--- src/rtl/ycr_dmem_wb_pipe.sv ---
// Single-clock pipelined bridge from the core data-memory port to Wishbone.
// Request FIFO feeds the bus, response FIFO drains to the core every cycle, with a bus-hang timeout.
module ycr_dmem_wb_pipe #(
  parameter int DW        = 32,
  parameter int AW        = 32,
  parameter int BLW       = 10,
  parameter int REQ_DEPTH = 4,
  parameter int RSP_DEPTH = 4,
  parameter int TMO_W     = 8
) (
  input  logic              core_clk,
  input  logic              core_rst_n,
  input  logic              dmem_req,
  output logic              dmem_req_ack,
  input  logic              dmem_cmd,
  input  logic [1:0]        dmem_width,
  input  logic [AW-1:0]     dmem_addr,
  input  logic [BLW-1:0]    dmem_bl,
  input  logic [DW-1:0]     dmem_wdata,
  output logic [DW-1:0]     dmem_rdata,
  output logic [1:0]        dmem_resp,
  output logic              wbd_stb_o,
  output logic              wbd_we_o,
  output logic [AW-1:0]     wbd_adr_o,
  output logic [DW-1:0]     wbd_dat_o,
  output logic [DW/8-1:0]   wbd_sel_o,
  output logic [BLW-1:0]    wbd_bl_o,
  output logic              wbd_bry_o,
  input  logic [DW-1:0]     wbd_dat_i,
  input  logic              wbd_ack_i,
  input  logic              wbd_lack_i,
  input  logic              wbd_err_i,
  input  logic [TMO_W-1:0]  cfg_tmo,
  output logic              tmo_evt
);
  localparam int SW  = DW / 8;
  localparam int OW  = $clog2(SW);
  localparam int QPW = $clog2(REQ_DEPTH);
  localparam int RPW = $clog2(RSP_DEPTH);
  localparam logic [1:0] RESP_NOTRDY = 2'b00;
  localparam logic [1:0] RESP_OK     = 2'b01;
  localparam logic [1:0] RESP_ER     = 2'b10;
  localparam logic [1:0] RESP_LOK    = 2'b11;
  localparam logic       CMD_WR      = 1'b1;
  localparam logic [RPW:0] RSP_LIM   = (RPW+1)'(RSP_DEPTH - 2);

  function automatic logic [SW-1:0] lane_sel(input logic [1:0] width, input logic [OW-1:0] off);
    logic [7:0] base;
    case (width)
      2'b00:   base = 8'h01;
      2'b01:   base = 8'h03;
      2'b10:   base = 8'h0F;
      default: base = (DW == 64) ? 8'hFF : 8'h0F;
    endcase
    return SW'(base << off);
  endfunction

  function automatic logic [DW-1:0] lane_mask(input logic [1:0] width);
    logic [SW-1:0] s;
    logic [DW-1:0] m;
    s = lane_sel(width, '0);
    for (int i = 0; i < SW; i++) m[8*i +: 8] = {8{s[i]}};
    return m;
  endfunction

  // ---- request FIFO: core side push, bus side head ----
  logic [AW-1:0]  rq_addr  [REQ_DEPTH];
  logic [DW-1:0]  rq_data  [REQ_DEPTH];
  logic [SW-1:0]  rq_sel   [REQ_DEPTH];
  logic [BLW-1:0] rq_bl    [REQ_DEPTH];
  logic [1:0]     rq_width [REQ_DEPTH];
  logic           rq_we    [REQ_DEPTH];
  logic [QPW:0]   rq_wp, rq_rp;
  logic [QPW-1:0] rq_head;
  logic           rq_empty, rq_full, rq_push, rq_pop;

  logic [1:0]     rs_resp  [RSP_DEPTH];
  logic [1:0]     rs_width [RSP_DEPTH];
  logic [OW-1:0]  rs_off   [RSP_DEPTH];
  logic [DW-1:0]  rs_data  [RSP_DEPTH];
  logic [RPW:0]   rs_wp, rs_rp, rs_cnt;
  logic [RPW-1:0] rs_tail;
  logic           rs_empty, rs_full, rs_room2, rs_push, rs_pop;

  logic             stb, bus_done, tmo_hit;
  logic [TMO_W-1:0] tmo_cnt;

  assign rq_head  = rq_rp[QPW-1:0];
  assign rq_empty = (rq_wp == rq_rp);
  assign rq_full  = (rq_wp[QPW] != rq_rp[QPW]) && (rq_wp[QPW-1:0] == rq_rp[QPW-1:0]);
  assign dmem_req_ack = dmem_req & ~rq_full;
  assign rq_push  = dmem_req_ack;

  always_ff @(posedge core_clk) begin
    if (rq_push) begin
      rq_addr[rq_wp[QPW-1:0]]  <= dmem_addr;
      rq_data[rq_wp[QPW-1:0]]  <= (dmem_wdata & lane_mask(dmem_width)) << {dmem_addr[OW-1:0], 3'b000};
      rq_sel[rq_wp[QPW-1:0]]   <= lane_sel(dmem_width, dmem_addr[OW-1:0]);
      rq_bl[rq_wp[QPW-1:0]]    <= dmem_bl;
      rq_width[rq_wp[QPW-1:0]] <= dmem_width;
      rq_we[rq_wp[QPW-1:0]]    <= (dmem_cmd == CMD_WR);
    end
  end

  // ---- bus stage: head drives Wishbone, completions and timeouts feed response FIFO ----
  assign stb       = ~rq_empty & ~rs_full;
  assign wbd_stb_o = stb;
  assign wbd_we_o  = ~rq_empty & rq_we[rq_head];
  assign wbd_adr_o = rq_empty ? '0 : rq_addr[rq_head];
  assign wbd_dat_o = rq_empty ? '0 : rq_data[rq_head];
  assign wbd_sel_o = rq_empty ? '0 : rq_sel[rq_head];
  assign wbd_bl_o  = rq_empty ? '0 : rq_bl[rq_head];
  // Reads need room for the beat in flight plus the next one before the slave may burst on.
  assign wbd_bry_o = ~rq_empty & (rq_we[rq_head] | rs_room2);

  assign bus_done = stb & (wbd_ack_i | wbd_lack_i | wbd_err_i);
  assign tmo_hit  = stb & (cfg_tmo != '0) & (tmo_cnt == cfg_tmo - TMO_W'(1)) & ~bus_done;
  assign rq_pop   = (stb & (wbd_lack_i | wbd_err_i)) | tmo_hit;
  assign rs_push  = bus_done | tmo_hit;

  always_ff @(posedge core_clk or negedge core_rst_n) begin
    if (!core_rst_n) begin
      rq_wp   <= '0;
      rq_rp   <= '0;
      tmo_cnt <= '0;
      tmo_evt <= 1'b0;
    end else begin
      if (rq_push) rq_wp <= rq_wp + 1'b1;
      if (rq_pop)  rq_rp <= rq_rp + 1'b1;
      if (~rq_empty & rs_full)             tmo_cnt <= tmo_cnt;
      else if (~stb | bus_done | tmo_hit) tmo_cnt <= '0;
      else                                tmo_cnt <= tmo_cnt + TMO_W'(1);
      tmo_evt <= tmo_hit;
    end
  end

  assign rs_tail  = rs_wp[RPW-1:0];
  assign rs_empty = (rs_wp == rs_rp);
  assign rs_full  = (rs_wp[RPW] != rs_rp[RPW]) && (rs_wp[RPW-1:0] == rs_rp[RPW-1:0]);
  assign rs_cnt   = rs_wp - rs_rp;
  assign rs_room2 = (rs_cnt <= RSP_LIM);
  assign rs_pop   = ~rs_empty;

  always_ff @(posedge core_clk) begin
    if (rs_push) begin
      rs_resp[rs_tail]  <= (wbd_err_i | tmo_hit) ? RESP_ER : (wbd_lack_i ? RESP_LOK : RESP_OK);
      rs_width[rs_tail] <= rq_width[rq_head];
      rs_off[rs_tail]   <= rq_addr[rq_head][OW-1:0];
      rs_data[rs_tail]  <= (wbd_err_i | tmo_hit | rq_we[rq_head]) ? '0 : wbd_dat_i;
    end
  end

  // ---- drain stage: registered response and lane-extracted read data ----
  always_ff @(posedge core_clk or negedge core_rst_n) begin
    if (!core_rst_n) begin
      rs_wp      <= '0;
      rs_rp      <= '0;
      dmem_resp  <= RESP_NOTRDY;
      dmem_rdata <= '0;
    end else begin
      if (rs_push) rs_wp <= rs_wp + 1'b1;
      if (rs_pop) begin
        rs_rp      <= rs_rp + 1'b1;
        dmem_resp  <= rs_resp[rs_rp[RPW-1:0]];
        dmem_rdata <= (rs_data[rs_rp[RPW-1:0]] >> {rs_off[rs_rp[RPW-1:0]], 3'b000})
                      & lane_mask(rs_width[rs_rp[RPW-1:0]]);
      end else begin
        dmem_resp  <= RESP_NOTRDY;
        dmem_rdata <= '0;
      end
    end
  end

endmodule

--- config.mk ---
export PLATFORM = sky130hd
export DESIGN_NAME = ycr_dmem_wb_pipe
export DESIGN_NICKNAME = d
export VERILOG_FILES = /design/src/rtl/ycr_dmem_wb_pipe.sv
export SDC_FILE = /design/constraint.sdc
export NUM_CORES = 1
export LEC_CHECK = 0
export CORE_ASPECT_RATIO = 1.1
export CORE_MARGIN = 4
export CORE_UTILIZATION = 30
export CTS_CLUSTER_SIZE = 40
export DETAILED_ROUTE_END_ITERATION = 8
export GPL_ROUTABILITY_DRIVEN = 0
export HOLD_SLACK_MARGIN = 0.08
export PLACE_DENSITY = 0.47
export SYNTH_ARGS = -nofsm -noshare
export SYNTH_HDL_FRONTEND = slang
export SYNTH_SLANG_ARGS = --single-unit
--- constraint.sdc ---
create_clock -name core_clk -period 7.1 [get_ports core_clk]
set_input_delay 2.13 -clock core_clk [delete_from_list [all_inputs] [get_ports core_clk]]
set_output_delay 2.13 -clock core_clk [all_outputs]
set_load 0.01 [all_outputs]
==> results.json, run 1 <==
{
  "number_of_enable_flip_flop_cells_after_synthesis": 476,
  "fin_crit_ns": 5.85,
  "post_synth_num_cell_types": 50,
  "mappedNetlistNets": 1280,
  "timing.final.setup_violations": 0,
  "wl_cell_um": 21.7,
  "period_share": 0.824,
  "report.power.total_mw": 12.9,
  "core_region_area_mm2": 0.0704,
  "fp.dieW_um": 262,
  "placed_inst_area_mm2": 0.0249,
  "drc_errors": 0,
  "cp_launch_type": "input pin",
  "synth_area_mm2": 0.0214,
  "final_area_mm2": 0.0268,
  "synth_area_per_cell_um2": 18.7,
  "yosys_most_used_dff": "sky130_fd_sc_hd__edfxtp_1",
  "finalMaxSlewViolations": 0,
  "timing.clock.skew_ns": 0.0250,
  "areaGrowthSynthToFinish_pct": 25.3,
  "cts_tree": "built",
  "clock_sinks": 531,
  "die_height_um": 288,
  "worst_setup_hold_path_clk_slew_ns": 0.06,
  "dp.cells": 2282,
  "maxCapViolCount": 0,
  "grt_setup_unrepaired": "false",
  "rows": 102,
  "yosysMostFrequentCell": "sky130_fd_sc_hd__edfxtp_1",
  "drt.antenna.violating_nets": 0,
  "synth-warning-count": 0,
  "cts_root_buffer": "sky130_fd_sc_hd__clkbuf_16",
  "static_leak_nw": 9.02,
  "grt_antenna_before_repair": 2,
  "cts_hold_repair.buffers": 0,
  "finalSetupTns_ns": 0,
  "ctsResizeCount": 0,
  "hpwl_um": 32000,
  "hold_violations": 0,
  "postSynthCellCount": 1141,
  "clk_latency_ns": 0.61,
  "synth_top_cell_area_share": 0.669,
  "detail_route.vias_per_cell": 4.64,
  "holdCritPathClass": "register to register",
  "layout.nets": 1544,
  "gr-usage-all-layers": 0.136,
  "die_area_mm2": 0.0756,
  "worstSetupPathType": "input pin to output port",
  "timing.slew.headroom": 0.321,
  "grt.overflow.total": 0,
  "postSynthRegisterBits": 531,
  "portBuffers": 239,
  "achievable-frequency_mhz": 171,
  "synth.largest_area_cell": "sky130_fd_sc_hd__edfxtp_1",
  "worst_ep_arrival_time_ns": 3.72,
  "seq_area_frac_synth": 0.733,
  "filler_cell_count": 6543,
  "ys_top_cells_by_area": "sky130_fd_sc_hd__edfxtp_1 67%, sky130_fd_sc_hd__mux4_2 13%, sky130_fd_sc_hd__dfrtp_1 6.4%",
  "num_io_pins": 240,
  "cts.path.max_buffers": 3,
  "first_drt_pass_iteration_count": 5,
  "first_iter_violations": 553,
  "vias_in_the_first_global_route": 12200,
  "pre_cts_setup_slack_ns": 1.25,
  "worst_setup_path_end_kind": "output port",
  "grt_first_pass_wirelength_um": 78800,
  "worst-endpoint-required_ns": 4.97,
  "cts_buffers": 57,
  "routed-via-count": 11100,
  "route.final.wire_length_um": 51900,
  "cts_max_level": 2,
  "worst_slack_ns": 1.25,
  "ys_top_cells_by_count": "476 x sky130_fd_sc_hd__edfxtp_1, 119 x sky130_fd_sc_hd__mux4_2, 94 x sky130_fd_sc_hd__nor2b_1, 58 x sky130_fd_sc_hd__and2_1, 55 x sky130_fd_sc_hd__dfrtp_1",
  "maximum_number_of_pins_on_one_net_before_global_route_repair": 56,
  "post_cts.repair.setup_buffers": 0,
  "async_reset_ff_frac": 0.104,
  "ir_drop_mv": 0.278,
  "floorplan.initialDensity": 0.303,
  "tightest_slew_ns": 1.01,
  "drive_above_1_share": 0.169,
  "status": "complete, no violations",
  "power.density_mw_per_mm2": 483,
  "crit_path_max_fanout": 8,
  "stdcell_count": 2389
}
layout by cell type, fill, tap and decap left out, types with 3 or more instances in the layout:
cell,netlist,layout
sky130_fd_sc_hd__ha_1,15,15
sky130_fd_sc_hd__dfrtp_1,55,52
sky130_fd_sc_hd__edfxtp_1,476,476
sky130_fd_sc_hd__nand3_1,6,6
sky130_fd_sc_hd__o22ai_1,4,4
sky130_fd_sc_hd__inv_1,12,12
sky130_fd_sc_hd__a21oi_1,15,15
sky130_fd_sc_hd__clkbuf_1,33,14
sky130_fd_sc_hd__clkbuf_16,0,58
sky130_fd_sc_hd__and2_1,58,54
sky130_fd_sc_hd__mux4_2,119,119
sky130_fd_sc_hd__clkdlybuf4s50_1,0,238
sky130_fd_sc_hd__xnor2_1,12,12
sky130_fd_sc_hd__nand2_1,38,38
sky130_fd_sc_hd__buf_4,0,23
sky130_fd_sc_hd__nor3_1,8,7
sky130_fd_sc_hd__o21ai_0,27,27
sky130_fd_sc_hd__nor2b_4,0,3
sky130_fd_sc_hd__or3_1,6,6
sky130_fd_sc_hd__clkinv_1,0,10
sky130_fd_sc_hd__mux2i_1,24,24
sky130_fd_sc_hd__nor2_1,44,44
sky130_fd_sc_hd__clkinv_2,0,13
sky130_fd_sc_hd__xor2_1,13,13
sky130_fd_sc_hd__a211oi_1,19,19
sky130_fd_sc_hd__and2_4,0,4
sky130_fd_sc_hd__bufinv_16,0,5
sky130_fd_sc_hd__nor2b_1,94,91
sky130_fd_sc_hd__a32oi_1,8,8
logic make-up (layout without fill, tap and decap cells):
| logic type | after synthesis | count (layout) | synth area share |
|---|---|---|---|
| flip-flops | 531 | 531 | 0.733 |
| adder cells (fa/ha/maj) | 16 | 16 | 0.00972 |
| buffers and inverters | 70 | 381 | 0.0131 |
| other | 0 | 1 | 0 |
| AND/OR/NAND/NOR | 270 | 270 | 0.0705 |
| AO/OA/AOI/OAI | 83 | 83 | 0.0248 |
| multiplexers | 146 | 146 | 0.138 |
| XOR/XNOR | 25 | 25 | 0.0102 |
report_power, final:
| part | total [mW] | switching [mW] | leakage (nW) | internal, mW |
|---|---|---|---|---|
| Sequential | 4.84 | 0.295 | 5.15 | 4.55 |
| Combinational | 5.19 | 2.79 | 2.97 | 2.40 |
| Clock | 2.90 | 1.20 | 0.903 | 1.70 |
critical path, cell delays in order:
cell,delay [ns]
sky130_fd_sc_hd__clkdlybuf4s50_1,0.45
sky130_fd_sc_hd__a21boi_1,0.49
sky130_fd_sc_hd__clkdlybuf4s50_1,0.65
through the flow:
step | hold slack [ns] | utilization
detailed placement | 0.480 | 0.354
global placement | 0.474 | 0.354
floorplan | 0.460 | -
finish | 0.489 | 0.380
global route | 0.515 | 0.380
CTS | 0.491 | 0.380
cell type report:
class                      count  area (um^2)  area share
sequential                   531        15700       0.585
multi-input combinational    540         5470       0.204
timing repair buffer         263         2580      0.0963
clock buffer                  74         1530      0.0572
tap                          936         1170      0.0437
clock inverter                32          308      0.0115
inverter                      12         45.0     0.00168
antenna                        1         2.50   0.0000934
per-layer routing:
layer,global-route usage,wire length (um),part of all wire
met5,0,12,0.00023
met4,0.0282,866,0.017
met3,0.0351,3050,0.059
met2,0.237,26000,0.50
met1,0.173,21900,0.42
flip-flops by register name (all words and copies together), names as in the netlist, 4 cells and up:
register and cells:
dmem_rdata 32, rq_addr 128, rq_bl 40, rq_data 128
rq_sel 16, rq_we 4, rq_width 8, rs_data 128
rs_off 8, rs_resp 8, rs_width 8, tmo_cnt 8
worst paths after layout:
check,startpoint,to,slack (ns),cells past startpoint
min in group asynchronous,core_rst_n,dmem_rdata[6],1.67,2
max in group asynchronous,core_rst_n,rq_rp[1],4.83,2
hold / removal,rq_rp[2],rq_rp[2],0.49,1
hold reg to reg,rq_rp[2],rq_rp[2],0.49,1
setup / recovery,dmem_req,dmem_req_ack,1.25,3
setup reg to reg,rq_rp[1],rs_data[2][28],3.39,7
No activity file was read; power rests on OpenSTA's default activity.
==> run 2, diff against run 1 <==
Clock period 7.1 ns to 6.1 ns, I/O delays scaled along.
==> run 2 against run 1 <==
- cell area rose by 0.57%
- wire length shrank 0.59%
- via count down 0.12%
- global-route usage decreased by 0.16 points
- sequential power rose by 16%
- hold slack worse by 0.0034 ns
- cell count decreased by 0.17%
- clock power increased by 21%
- count of clock-buffer cells in the layout decreased by 1
- die area did not move
- flip-flop and latch count unchanged
- critical path type unchanged
- largest power group unchanged
==> results.json, run 2 (synthesized netlist as in run 1, its figures left out) <==
{
  "globalRoute.busiestLayer": "met2",
  "fp.dieW_um": 262,
  "timing.clock.skew_ns": 0.0165,
  "stdcell_count": 2385,
  "drc_errors": 0,
  "crit_path_max_fanout": 8,
  "layout_common_cells": "476 x sky130_fd_sc_hd__edfxtp_1, 237 x sky130_fd_sc_hd__clkdlybuf4s50_1, 119 x sky130_fd_sc_hd__mux4_2",
  "cts_hold_repair.buffers": 0,
  "hp-start": "rq_rp[2]",
  "routed-via-count": 11100,
  "vias_in_the_first_global_route": 11900,
  "layout.cells.most_common": "sky130_fd_sc_hd__edfxtp_1",
  "timing.slew.headroom": 0.344,
  "grt_antenna_before_repair": 1,
  "maxCapViolCount": 0,
  "rows": 102,
  "placed_inst_area_mm2": 0.0250,
  "wl_cell_um": 21.6,
  "ctsResizeCount": 0,
  "finalMaxSlewViolations": 0,
  "floorplan.initialDensity": 0.303,
  "worst-endpoint-required_ns": 4.27,
  "filler_cell_count": 6506,
  "clk_latency_ns": 0.60,
  "comb_power_share": 0.401,
  "cts_tree": "built",
  "cts.path.max_buffers": 3,
  "worst_setup_hold_path_clk_slew_ns": 0.06,
  "num_io_pins": 240,
  "min_delay_path_depth": 1,
  "maximum_number_of_pins_on_one_net_before_global_route_repair": 57,
  "hpwl_um": 32200,
  "cts_root_buffer": "sky130_fd_sc_hd__clkbuf_16",
  "grt_setup_unrepaired": "false",
  "first_iter_violations": 506,
  "finalSetupTns_ns": 0,
  "antenna-diode-count": 0,
  "holdCritPathClass": "register to register",
  "die_area_mm2": 0.0756,
  "clockPowerShare": 0.230,
  "post_cts.repair.setup_buffers": 0,
  "static_leak_nw": 9.05,
  "period_share": 0.859,
  "cell_internal_pwr_mw": 10.3,
  "first_drt_pass_iteration_count": 5,
  "power.density_mw_per_mm2": 567,
  "achievable-frequency_mhz": 191,
  "drt.antenna.violating_nets": 0,
  "die_height_um": 288,
  "drive_above_1_share": 0.168,
  "cts_max_level": 2,
  "hold_violations": 0,
  "route.final.wire_length_um": 51500,
  "portBuffers": 239,
  "power_frac_seq": 0.369,
  "r2r_cells": 7,
  "ir_drop_mv": 0.321,
  "critPathLaunch": "dmem_req",
  "final_area_mm2": 0.0269,
  "switching_power_share_of_the_total": 0.329,
  "cp_launch_type": "input pin",
  "report.power.total_mw": 15.3,
  "grt.overflow.total": 0,
  "worstSetupPathType": "input pin to output port",
  "status": "complete, no violations",
  "detail_route.vias_per_cell": 4.65,
  "fin_crit_ns": 5.24,
  "tightest_slew_ns": 0.985,
  "areaGrowthSynthToFinish_pct": 26.0,
  "global_route.usage.met2": 0.229,
  "core_region_area_mm2": 0.0704,
  "worst_ep_arrival_time_ns": 3.41,
  "dp.cells": 2278,
  "pre_cts_setup_slack_ns": 0.853,
  "worst_slack_ns": 0.860,
  "grt_util_met3": 0.0299,
  "clock_sinks": 531,
  "r2r_start": "rq_rp[0]",
  "grt_first_pass_wirelength_um": 77800,
  "timing.final.setup_violations": 0,
  "cts_buffers": 58,
  "global_route.usage.met1": 0.179,
  "layout.nets": 1541,
  "switching_power_total_mw": 5.02,
  "worst_setup_path_end_kind": "output port",
  "gr-usage-all-layers": 0.135
}
[run 2: cell count changes in the layout (fill, tap and decap cells not counted), moves of 2 or more]
cell                         before  now
sky130_fd_sc_hd__clkinv_2        13    8
sky130_fd_sc_hd__clkinvlp_4       1    6
sky130_fd_sc_hd__buf_12           1    9
sky130_fd_sc_hd__clkbuf_8         2    0
sky130_fd_sc_hd__buf_4           23   11
sky130_fd_sc_hd__clkbuf_1        14   12
sky130_fd_sc_hd__clkbuf_16       58   61
sky130_fd_sc_hd__bufinv_16        5    7
[run 2: final cells by class]
type / instances / area [um^2] / area share
flip-flops and latches: 531 / 15700 / 0.582
clock inverters: 34 / 357 / 0.0132
inverters: 12 / 45.0 / 0.00167
clock buffers: 73 / 1570 / 0.0583
well taps: 936 / 1170 / 0.0435
repair buffers: 259 / 2650 / 0.0982
multi-input cells: 540 / 5470 / 0.203
[run 2: critical path, cell delays in order]
cell and delay, ns:
sky130_fd_sc_hd__clkdlybuf4s50_1 0.45, sky130_fd_sc_hd__a21boi_1 0.49, sky130_fd_sc_hd__clkdlybuf4s50_1 0.64
[run 2: routing by layer]
layer / up-vias / share of wire
met1: 5722 / 0.44
met2: 287 / 0.49
met3: 61 / 0.051
li1: 5009 / -
met4: 2 / 0.016
met5: - / 0.00029
[run 2: final timing paths]
| kind | endpoint | slack (ns) |
|---|---|---|
| worst max-delay path | dmem_req_ack | 0.86 |
| worst min-delay path | rq_rp[2] | 0.49 |
| worst max register to register | rs_data[2][11] | 2.61 |
| worst min register to register | rq_rp[2] | 0.49 |
| max in group asynchronous | rq_rp[0] | 4.00 |
| min in group asynchronous | dmem_rdata[22] | 1.18 |
[run 2: through the flow]
step / utilization / hold WS [ns]
2_1_floorplan: - / 0.460
3_3_place_gp: 0.355 / 0.476
3_5_place_dp: 0.355 / 0.480
4_1_cts: 0.382 / 0.491
5_1_grt: 0.382 / 0.500
6_report: 0.382 / 0.486
[run 2: power by group through the flow]
stage	sequential (mW)	clock, mW	combinational, mW
after floorplan	5.64	0	3.43
after global placement	5.69	0	6.35
after detailed placement	5.74	0	6.32
after CTS	5.67	3.63	6.36
after global routing	5.74	3.80	6.65
final	5.63	3.52	6.13
==> patch 1, RTL diff (config.mk and constraints of run 2) <==
Change the parameter `DW` from 32 to 64.
--- a/src/rtl/ycr_dmem_wb_pipe.sv
+++ b/src/rtl/ycr_dmem_wb_pipe.sv
@@ -2,5 +2,5 @@
 // Request FIFO feeds the bus, response FIFO drains to the core every cycle, with a bus-hang timeout.
 module ycr_dmem_wb_pipe #(
-  parameter int DW        = 32,
+  parameter int DW        = 64,
   parameter int AW        = 32,
   parameter int BLW       = 10,
Ports: changed (5 resized); port bits go from 240 to 372. The function was not compared with the original's and may differ.
==> patch 1 against run 2 <==
- sequential cell count up 308
- routed wire length increased by 88%
- non-clock buffer count rose by 163
- first-iteration DRC count is 130% higher
- total power is 67% higher
- area after synthesis is 65% higher
- setup slack worse by 0.085 ns
- design area up 63%
- largest power group unchanged
==> patch 1: results (changes against run 2) <==
** Placement
- The placed wire-length estimate after detailed placement was 65600 um (was 32200 um).
- Port Buf Inserts :: 371 (was 239)
- DP Worst Slack :: 0.779 ns (was 0.853 ns)
- Placed inst area :: 0.0409 mm^2 (was 0.0250 mm^2)

** Status
- Status: complete, no violations (unchanged).

** Clock tree
- The clock latency at the later pin of the worst-skew pair came to 0.67 ns (was 0.60 ns).
- TritonCTS buffer count :: 94 (was 58)

** Yosys
- Synth area leaders :: edfxtp_1, mux4_2, dfrtp_1 (unchanged)
- The number of nets produced by synthesis is 2199 (was 1280).
- Sequential-to-total area share from yosys stat :: 70.4% (was 73.3%)
- The distinct cell type count of the synthesized netlist is 60 (was 50).
- Proportion of register bits with asynchronous set or reset after synthesis :: 10.4% (about the same)
- Synthesized-area fraction occupied by ao, oa, aoi and oai cells :: 3.67% (was 2.48%)
- The post-synthesis mux area share was 15.8% (was 13.8%).
- Xor/xnor cell area share of the yosys netlist :: 0.573% (was 1.02%)

** Global route
- Maximum number of pins on one net before global-route repair :: 88 (was 57)
- The number of antenna violations at the first check in global routing was 5 (was 1).
- The first-pass GRT wire length is 143000 um (was 77800 um).

** Timing
- The worst hold slack after final layout was 0.483 ns (was 0.486 ns).

** Worst setup path
- The startpoint of the lowest-slack register-to-register path is rs_rp[1]$_DFFE_PN0N_ (was rq_rp[0]$_DFFE_PN0P_).
- Data arrival at the endpoint of the critical path :: 3.49 ns (was 3.41 ns)

** Power and ir drop
- Combinational power :: 11.2 mW (was 6.13 mW)
- Seq pwr share :: 34.9% (was 36.9%)
- The maximum resistive drop on vdd is 0.344 mV (was 0.321 mV).

** Detailed routing
- The DRC violation total after the first TritonRoute iteration was 1141 (was 506).
- The total via count in the routed design came to 19300 (was 11100).
patch 1: changes by cell type in the layout (fill, tap and decap cells not counted), moves of 54 or more:
| cell | delta |
|---|---|
| nor2b_1 | +58 |
| edfxtp_1 | +276 |
| nor2_1 | +65 |
| mux4_2 | +75 |
| clkdlybuf4s50_1 | +131 |
| a21oi_1 | +54 |
patch 1: area by class of cell:
type	instances	area, um^2
antenna	3	7.51
clock buffer	117	2550
clock inverter	52	424
fill	10700	72300
inverter	13	48.8
multi-input combinational	1020	9890
sequential	839	24800
tap	1529	1910
timing repair buffer	422	4300
patch 1: per-layer routing:
layer / vias up / wire, um / GRT usage [%]
met4: 2 / 2490 / 4.93
met3: 122 / 6430 / 3.92
met1: 9996 / 39700 / 19.6
met2: 533 / 48500 / 26.6
met5: - / 13 / 0
li1: 8629 / - / -
==> patch 2, RTL diff (config.mk and constraints of run 2) <==
Made on the original files. Make the reset (`core_rst_n`) synchronous in 2 clocked blocks.
--- a/src/rtl/ycr_dmem_wb_pipe.sv
+++ b/src/rtl/ycr_dmem_wb_pipe.sv
@@ -119,5 +119,5 @@
   assign rs_push  = bus_done | tmo_hit;
 
-  always_ff @(posedge core_clk or negedge core_rst_n) begin
+  always_ff @(posedge core_clk) begin
     if (!core_rst_n) begin
       rq_wp   <= '0;
@@ -152,5 +152,5 @@
 
   // ---- drain stage: registered response and lane-extracted read data ----
-  always_ff @(posedge core_clk or negedge core_rst_n) begin
+  always_ff @(posedge core_clk) begin
     if (!core_rst_n) begin
       rs_wp      <= '0;
Behaviour: differs if core_rst_n is asserted again (counterexample within 4 cycles, from zero or initial values and one cycle with core_rst_n low); with core_rst_n held inactive, the same outputs for 4 cycles.
==> patch 2 against run 2 <==
- via count is 3.0% higher
- fmax increased by 5.1%
- combinational power shrank 35%
- setup slack better by 0.25 ns
- area after synthesis is 0.23% higher
- total power down 18%
- design area up 0.37%
- final cell count is 2.6% higher
- routed wire length is 1.1% higher
- sequential cell count increased by 4
- critical path type unchanged
- largest power group is now registers
==> patch 2: results (changes against run 2) <==
** Status
- Status: complete, no violations (unchanged).

** Global route
- Maximum number of pins on one net before global-route repair :: 83 (was 57)
- The met3 track demand over resource is 3.53% (was 2.99%).
- The met1 track utilization from global routing was 17.3% (was 17.9%).
- The met2 track demand over resource in global routing came to 23.3% (was 22.9%).
- The first-pass GRT wire length is 79100 um (was 77800 um).
- Number of antenna violations at the first check in global routing :: 4 (was 1)
- Global-route total usage across every layer :: 13.6% (was 13.5%)

** Worst setup path
- Data arrival at the endpoint of the critical path :: 3.16 ns (was 3.41 ns)
- Reg-to-reg critical path startpoint :: tmo_cnt[5]$_SDFFE_PN0N_ (was rq_rp[0]$_DFFE_PN0P_)
- Critical-path maximum fanout :: 7 (was 8)
- The maximum cell stage delay along the critical path came to 0.60 ns (was 0.64 ns).
- The flop-to-flop setup slack is 2.94 ns (was 2.61 ns).
- The reg-to-reg critical path endpoint was rs_data[3][19]$_DFFE_PP_ (was rs_data[2][11]$_DFFE_PP_).

** Yosys
- Synth area leaders :: edfxtp_1, mux4_2, dfxtp_1 (was edfxtp_1, mux4_2, dfrtp_1)
- The number of nets produced by synthesis was 1336 (was 1280).
- Post-synth cell types :: 52 (was 50)
- Commonest cells in the synthesized netlist: edfxtp_1, mux4_2, nor2b_1, and2_1, nor2_1 (was edfxtp_1, mux4_2, nor2b_1, and2_1, dfrtp_1).
- Sequential-to-total area share from yosys stat :: 72.2% (was 73.3%)
- The share of flip-flops with an asynchronous set or reset came to 0% (was 10.4%).

** Timing
- Post-Route Skew :: 0.0178 ns (was 0.0165 ns)
- The share of the clock period used by the worst path is 81.8% (was 85.9%).
- Headroom to the max-slew limit :: 19.7% (was 34.4%)
- The final sum of negative setup slack is 0 ns (unchanged).

** Min path
- Hold path startpoint :: rs_wp[0]$_SDFFE_PN0N_ (was rq_rp[2]$_DFFE_PN0P_)
- The destination of the worst hold path is rs_wp[0]$_SDFFE_PN0N_ (was rq_rp[2]$_DFFE_PN0P_).
- Hold Path Stages :: 2 (was 1)

** Detailed routing
- The wire length reported by the detailed router is 52100 um (was 51500 um).
- The total via count in the routed design was 11400 (was 11100).
- The number of search-and-repair iterations in the first detailed-routing pass was 4 (was 5).
- DRC marker count from the first detailed-route iteration :: 528 (was 506)

** Placement
- Sum of net half-perimeters after detailed placement :: 32600 um (was 32200 um)
- The worst slack after detailed placement is 0.752 ns (was 0.853 ns).

** Finish
- Post-layout nets :: 1599 (was 1541)
- The share of post-route cells with drive strength above 1 came to 16.0% (was 16.8%).

** Power and ir drop
- Maximum ir drop on the vdd rail :: 0.278 mV (was 0.321 mV)

** Clock tree
- The number of buffers created by CTS came to 59 (was 58).
## patch 2: stage by stage
step | hold slack [ns] | instance area, um^2 | total power, mW | cells | util [%]
detailed placement | 0.503 | 25000 | 9.02 | 2335 | 35.5
CTS | 0.508 | 27000 | 12.7 | 2445 | 38.3
floorplan | 0.469 | 21400 | 7.11 | 1197 | -
finish | 0.509 | 27000 | 12.5 | 2446 | 38.3
global placement | 0.502 | 25000 | 9.02 | 2335 | 35.5
global route | 0.540 | 27000 | 13.1 | 2445 | 38.3
## patch 2: routing by layer
metal / vias to the layer above / share of wire [%] / routed length (um)
li1: 5206 / - / -
met1: 5850 / 43 / 22300
met2: 284 / 49 / 25700
met3: 72 / 6.0 / 3130
met4: 2 / 2.0 / 1050
met5: - / 0.027 / 14
## patch 2: cell families after synthesis
group                    Yosys count  share of synthesized area (%)
adder cells (fa/ha/maj)           16                          0.970
flip-flops                       535                           72.2
XOR/XNOR                          20                          0.818
buffers and inverters             75                           1.49
multiplexers                     150                           13.9
AO/OA/AOI/OAI                     94                           2.90
AND/OR/NAND/NOR                  307                           7.67
## patch 2: layout make-up
| class | instances | area [um^2] |
|---|---|---|
| timing repair buffer | 261 | 2680 |
| tap | 936 | 1170 |
| fill | 6486 | 43500 |
| antenna | 1 | 2.50 |
| sequential | 535 | 15500 |
| clock inverter | 36 | 447 |
| inverter | 16 | 60.1 |
| clock buffer | 74 | 1540 |
| multi-input combinational | 587 | 5650 |
## patch 2: power by group
group	switching (mW)	total [mW]	internal (mW)	leakage, nW
sequential	0.223	4.83	4.61	4.90
combinational	2.09	3.98	1.89	2.88
clock	1.43	3.64	2.21	0.976
total	3.75	12.5	8.71	8.76
